===== src/rtl/store_rmw_unit_pkg.sv =====
// Shared definitions for the store read-modify-write unit.
//   - Store size encodings carried on req_size.
//   - FSM state enumeration used by store_rmw_unit.
//   - Alignment helper shared by the FSM.
package store_rmw_unit_pkg;

  localparam logic [1:0] SIZE_BYTE    = 2'b00;
  localparam logic [1:0] SIZE_HALF    = 2'b01;
  localparam logic [1:0] SIZE_WORD    = 2'b10;
  localparam logic [1:0] SIZE_ILLEGAL = 2'b11;

  typedef enum logic [2:0] {
    ST_IDLE  = 3'd0,
    ST_READ  = 3'd1,
    ST_WRITE = 3'd2,
    ST_RESP  = 3'd3,
    ST_ERR   = 3'd4
  } state_e;

  // A request is rejected when its address is not naturally aligned to its
  // size, or when the size encoding is the reserved value.
  function automatic logic is_misaligned(input logic [1:0] size,
                                         input logic [1:0] addr_lo);
    logic bad;
    bad = 1'b1;
    case (size)
      SIZE_BYTE: bad = 1'b0;
      SIZE_HALF: bad = addr_lo[0];
      SIZE_WORD: bad = (addr_lo != 2'b00);
      default:   bad = 1'b1;
    endcase
    return bad;
  endfunction

endpackage


===== src/rtl/store_rmw_unit_lane_merge.sv =====
// store_lane_merge: combinational little-endian lane merge.
// Ports:
//   old_word - word read back from memory
//   data     - store data, sub-word value in the low bits
//   size     - store size encoding (byte / half / word)
//   lane     - byte address bits [1:0] of the store
//   merged   - old_word with the addressed lane(s) replaced by data
// Bits of data above the store size are dropped. The reserved size leaves
// old_word untouched (such requests never reach the write phase anyway).
module store_lane_merge
  import store_rmw_unit_pkg::*;
(
  input  logic [31:0] old_word,
  input  logic [31:0] data,
  input  logic [1:0]  size,
  input  logic [1:0]  lane,
  output logic [31:0] merged
);

  genvar gi;
  generate
    for (gi = 0; gi < 4; gi++) begin : g_byte
      logic sel_byte;
      logic sel_half;
      logic sel_word;

      assign sel_byte = (size == SIZE_BYTE) && (lane == 2'(gi));
      // Bytes 0/1 form the low half, bytes 2/3 the high half.
      assign sel_half = (size == SIZE_HALF) && (lane[1] == 1'(gi / 2));
      assign sel_word = (size == SIZE_WORD);

      always_comb begin
        merged[8*gi +: 8] = old_word[8*gi +: 8];
        if (sel_word) begin
          merged[8*gi +: 8] = data[8*gi +: 8];
        end else if (sel_half) begin
          merged[8*gi +: 8] = data[8*(gi % 2) +: 8];
        end else if (sel_byte) begin
          merged[8*gi +: 8] = data[7:0];
        end
      end
    end
  endgenerate

endmodule


===== src/rtl/store_rmw_unit.sv =====
// store_rmw_unit: performs byte/half/word stores against a word-wide memory.
// Sub-word stores read the containing word, merge the new lane(s) and write
// the full word back; word stores write directly. Misaligned or reserved-size
// requests are rejected with a single-cycle misalign_err pulse.
// Ports:
//   clk, reset            - clock, asynchronous active-high reset
//   req_valid/req_ready   - request handshake (ready only while idle)
//   req_addr/data/size    - byte address, store value, size (00 B,01 H,10 W)
//   mem_addr              - word address (low two bits zero)
//   mem_rd/mem_rdata/mem_rvalid - read strobe held until rvalid, read data
//   mem_wr/mem_wdata/mem_ack    - write strobe held until ack, merged word
//   done                  - one-cycle pulse when a store completes
//   misalign_err          - one-cycle pulse when a request is rejected
// All outputs are registered directly by the FSM.
module store_rmw_unit
  import store_rmw_unit_pkg::*;
#(
  parameter int ADDR_WIDTH = 32,
  parameter int DATA_WIDTH = 32
) (
  input  logic                  clk,
  input  logic                  reset,
  input  logic                  req_valid,
  output logic                  req_ready,
  input  logic [ADDR_WIDTH-1:0] req_addr,
  input  logic [DATA_WIDTH-1:0] req_data,
  input  logic [1:0]            req_size,
  output logic [ADDR_WIDTH-1:0] mem_addr,
  output logic                  mem_rd,
  input  logic [DATA_WIDTH-1:0] mem_rdata,
  input  logic                  mem_rvalid,
  output logic                  mem_wr,
  output logic [DATA_WIDTH-1:0] mem_wdata,
  input  logic                  mem_ack,
  output logic                  done,
  output logic                  misalign_err
);

  state_e                state_reg;
  logic                  req_ready_reg;
  logic                  mem_rd_reg;
  logic                  mem_wr_reg;
  logic                  done_reg;
  logic                  err_reg;
  logic [ADDR_WIDTH-1:0] mem_addr_reg;
  logic [DATA_WIDTH-1:0] mem_wdata_reg;
  logic [DATA_WIDTH-1:0] data_reg;
  logic [1:0]            size_reg;
  logic [1:0]            lane_reg;
  logic [DATA_WIDTH-1:0] merged_word;

  // Merge is driven from the captured request, so the request inputs may
  // change freely once accepted.
  store_lane_merge u_merge (
    .old_word (mem_rdata),
    .data     (data_reg),
    .size     (size_reg),
    .lane     (lane_reg),
    .merged   (merged_word)
  );

  always_ff @(posedge clk or posedge reset) begin
    if (reset) begin
      state_reg     <= ST_IDLE;
      req_ready_reg <= 1'b0;
      mem_rd_reg    <= 1'b0;
      mem_wr_reg    <= 1'b0;
      done_reg      <= 1'b0;
      err_reg       <= 1'b0;
      mem_addr_reg  <= '0;
      mem_wdata_reg <= '0;
      data_reg      <= '0;
      size_reg      <= SIZE_BYTE;
      lane_reg      <= 2'b00;
    end else begin
      // Status pulses last exactly one cycle.
      done_reg <= 1'b0;
      err_reg  <= 1'b0;

      case (state_reg)
        ST_IDLE: begin
          // Ready rises on the first edge after reset and stays up while idle.
          req_ready_reg <= 1'b1;
          if (req_valid && req_ready_reg) begin
            req_ready_reg <= 1'b0;
            data_reg      <= req_data;
            size_reg      <= req_size;
            lane_reg      <= req_addr[1:0];
            mem_addr_reg  <= {req_addr[ADDR_WIDTH-1:2], 2'b00};
            if (is_misaligned(req_size, req_addr[1:0])) begin
              state_reg <= ST_ERR;
              err_reg   <= 1'b1;
            end else if (req_size == SIZE_WORD) begin
              // Full-word store needs no read-back.
              state_reg     <= ST_WRITE;
              mem_wr_reg    <= 1'b1;
              mem_wdata_reg <= req_data;
            end else begin
              state_reg  <= ST_READ;
              mem_rd_reg <= 1'b1;
            end
          end
        end

        ST_READ: begin
          if (mem_rvalid) begin
            state_reg     <= ST_WRITE;
            mem_rd_reg    <= 1'b0;
            mem_wr_reg    <= 1'b1;
            mem_wdata_reg <= merged_word;
          end
        end

        ST_WRITE: begin
          if (mem_ack) begin
            state_reg  <= ST_RESP;
            mem_wr_reg <= 1'b0;
            done_reg   <= 1'b1;
          end
        end

        ST_RESP: begin
          state_reg     <= ST_IDLE;
          req_ready_reg <= 1'b1;
        end

        ST_ERR: begin
          state_reg     <= ST_IDLE;
          req_ready_reg <= 1'b1;
        end

        default: begin
          state_reg     <= ST_IDLE;
          req_ready_reg <= 1'b0;
          mem_rd_reg    <= 1'b0;
          mem_wr_reg    <= 1'b0;
        end
      endcase
    end
  end

  assign req_ready    = req_ready_reg;
  assign mem_rd       = mem_rd_reg;
  assign mem_wr       = mem_wr_reg;
  assign done         = done_reg;
  assign misalign_err = err_reg;
  assign mem_addr     = mem_addr_reg;
  assign mem_wdata    = mem_wdata_reg;

endmodule

===== config.mk =====
export PLATFORM = sky130hd
export DESIGN_NAME = store_rmw_unit
export DESIGN_NICKNAME = d
export VERILOG_FILES = /design/src/rtl/store_rmw_unit_pkg.sv /design/src/rtl/store_rmw_unit_lane_merge.sv /design/src/rtl/store_rmw_unit.sv
export SDC_FILE = /design/constraint.sdc
export NUM_CORES = 1
export LEC_CHECK = 0
export CAP_MARGIN = 20
export CORE_MARGIN = 10
export CORE_UTILIZATION = 45
export DETAILED_ROUTE_END_ITERATION = 10
export PLACE_DENSITY = 0.84
export SLEW_MARGIN = 20
export SYNTH_ARGS = -nofsm -noshare
export SYNTH_HDL_FRONTEND = slang
export SYNTH_SLANG_ARGS = --single-unit
export TNS_END_PERCENT = 20

===== constraint.sdc =====
create_clock -name clk -period 8.37 [get_ports clk]
set_input_delay 1.2555 -clock clk [delete_from_list [all_inputs] [get_ports clk]]
set_output_delay 1.2555 -clock clk [all_outputs]
set_load 0.03 [all_outputs]

==> impl_results.md <==
- Status: completed
- RD Place Congestion: 0.884
- GRT overflow: 0
- Post-synthesis sequential area ratio: 49.0%
- Clk slew on worst S/H paths: 0.07 ns
- Cell variety after synth: 42
- Post-cts sizing count: 0
- Commonest cells in the synthesized netlist: nand2_1, dfrtp_1, o21ai_0
- First-pass DRT Iterations: 5
- Worst Path Max Fanout: 24
- Pleak: 3.36 nW
- Final core occ: 62.3%
- FF+latch count, synth: 106
- Root buf cell: clkbuf_16
- Count leader, synth: nand2_1
- Die area: 0.0168 sq mm
- Post-synth top area share: 49.0%
- Synth async-reset ratio: 100%
- Vias: 5,249
- Syn. warnings: 0
- Layout area overhead: 37.1%
- Ys flop type: dfrtp_1
- I/O Pins: 172
- Hold Buf Count CTS: 0
- H-tree levels: 3
- GR Util All Layers: 21.0%
- Final WS setup: 4.85 ns
- Kind of end point of the critical path: flop
- Port Buffer Count: 169
- Die width: 130 microns
- CP Data Arrival Time: 3.68 ns
- 1st-iter DRT viols: 644
- Chip height: 130 microns
- Final Hold Fails: 0
- Largest net degree at the start of global routing: 73
- Startpoint types: input port
- Final Max Tran Viols: 0
- # nets final: 853
- Max VDD drop: 187 uV
- Total Neg Setup Slack: 0 ns
- Reg2Reg Depth: 4
- Clk buf depth: 2
- Initial antenna violation count: 1
- Max Freq: 284 MHz
- DR WL/cell: 20.0 microns
- Tightest Hold Check Type: reg -> reg
- Worst setup path class: in -> reg
- EDFF count, synth: 0
- First-pass GRT wire length: 28,200 microns
- Max-slew headroom: 29.1%
- Fin crit share: 42.0%
- Num CTS Buffers: 9
- RSZ-0062 raised after global routing: no
- Synth top area cells: dfrtp_1, nand2_1, a31oi_1
- Row count: 40
- Dpl ws: 4.53 ns
- Layout cells sized above 1: 7.44%
- Clock tree sinks: 106
- Cell taking the most area after synthesis: dfrtp_1
- Dpl hpwl: 12,900 microns
- Data required, critical path: 8.53 ns
- Skew-Pair Late Insertion Delay: 0.34 ns
- Synthesized netlist cell count: 615
- Final ANT Viol Nets: 0
- Max_cap viols: 0
- Post-CTS setup repair buffer count: 0
- Via density: 5.83
- Pwr Density: 404 mW/mm^2
- CTS tree: built
- Synthesized area: 0.00542 sq mm
- WHS Path Cells: 2
- Vias in the first global route: 5,280
- DR DRC count: 0
- Final setup vio count: 0
- Syn Area/Cell: 8.81 sq um
- Worst clock skew: 0.00435 ns
- Core area: 0.0119 sq mm
- Final wirelength: 18,000 microns
- Tmin final: 3.52 ns
- Initial Util: 45.5%
- Slew at the pin with the worst max-slew slack: 1.06 ns
## metal layers
metal / wire length, microns / up-vias / GRT usage, %
met5: 0 / - / 0
met4: 633 / 0 / 9.46
met3: 2170 / 47 / 7.46
li1: - / 2395 / -
met1: 6760 / 2514 / 24.9
met2: 8460 / 293 / 33.6
## layout by cell type, fill, tap and decap left out, types with 2 or more instances in the layout
cell               n
o211ai_2           8
a31oi_1           24
nand2b_1           5
bufinv_16          2
a211oi_1          10
o211a_1            8
inv_1              2
nor2_1            14
nor2b_1            3
mux2i_1            8
nand3_1            9
buf_4              5
clkbuf_16          9
conb_1             2
nand2_1          227
dfrtp_1          106
a21oi_1           26
a31o_2             8
nand2_2            2
mux2_4             8
a221o_1            9
or2_2              2
nand3b_1           3
o31ai_1            8
o22ai_1            9
clkdlybuf4s50_1  169
o21ai_0           28
o221ai_1           8
o21a_1             3
o21bai_1           9
## where the power goes
group / total, W / switching, W / leakage, nW / internal [W]
registers: 0.000988 / 0.000233 / 1.29 / 0.000755
logic: 0.00156 / 0.000953 / 1.92 / 0.000607
clock network: 0.000450 / 0.000183 / 0.151 / 0.000267
total: 0.00300 / 0.00137 / 3.36 / 0.00163
## kinds of logic (layout without fill, tap and decap cells)
logic type,count (synthesis),in the layout,synth area share (%)
buffers and inverters,54,191,4.69
AOI/OAI and AO/OA,164,164,21.9
muxes,16,16,3.70
DFF,106,106,49.0
other,1,3,0.0692
and+or+nand+nor,274,274,20.7
## layout make-up
type	count	area [sq um]
multi-input combinational	456	2530
antenna	1	2.50
fill	991	4490
timing repair buffer	174	1730
clock inverter	3	65.1
sequential	106	2650
clock buffer	11	243
inverter	3	13.8
tap	147	184
## worst max-delay path: stages
cell	delay, ns
clkdlybuf4s50_1	0.46
nand3b_1	0.28
o41a_1	0.62
nor2_2	0.86
a31oi_1	0.19
## worst paths after layout
check / start / endpoint / slack [ns]
max in group asynchronous: reset / mem_wdata[19] / 5.82
min reg2reg: mem_addr[21] / mem_addr[21] / 0.48
min in group asynchronous: reset / mem_addr[12] / 1.27
max: req_valid / mem_wdata[22] / 4.85
min: mem_addr[21] / mem_addr[21] / 0.48
max reg2reg: state_reg[0] / mem_wdata[22] / 5.57
## stage by stage
stage               hold slack, ns  instance area [sq um]  power, W  std cells
floorplan                    0.440                   5420   0.00195        616
global placement             0.453                   7110   0.00248        886
detailed placement           0.462                   7110   0.00254        886
CTS                          0.479                   7420   0.00300        900
global route                 0.508                   7420   0.00318        900
finish                       0.476                   7420   0.00300        901
No activity file was read; power rests on OpenSTA's default activity.
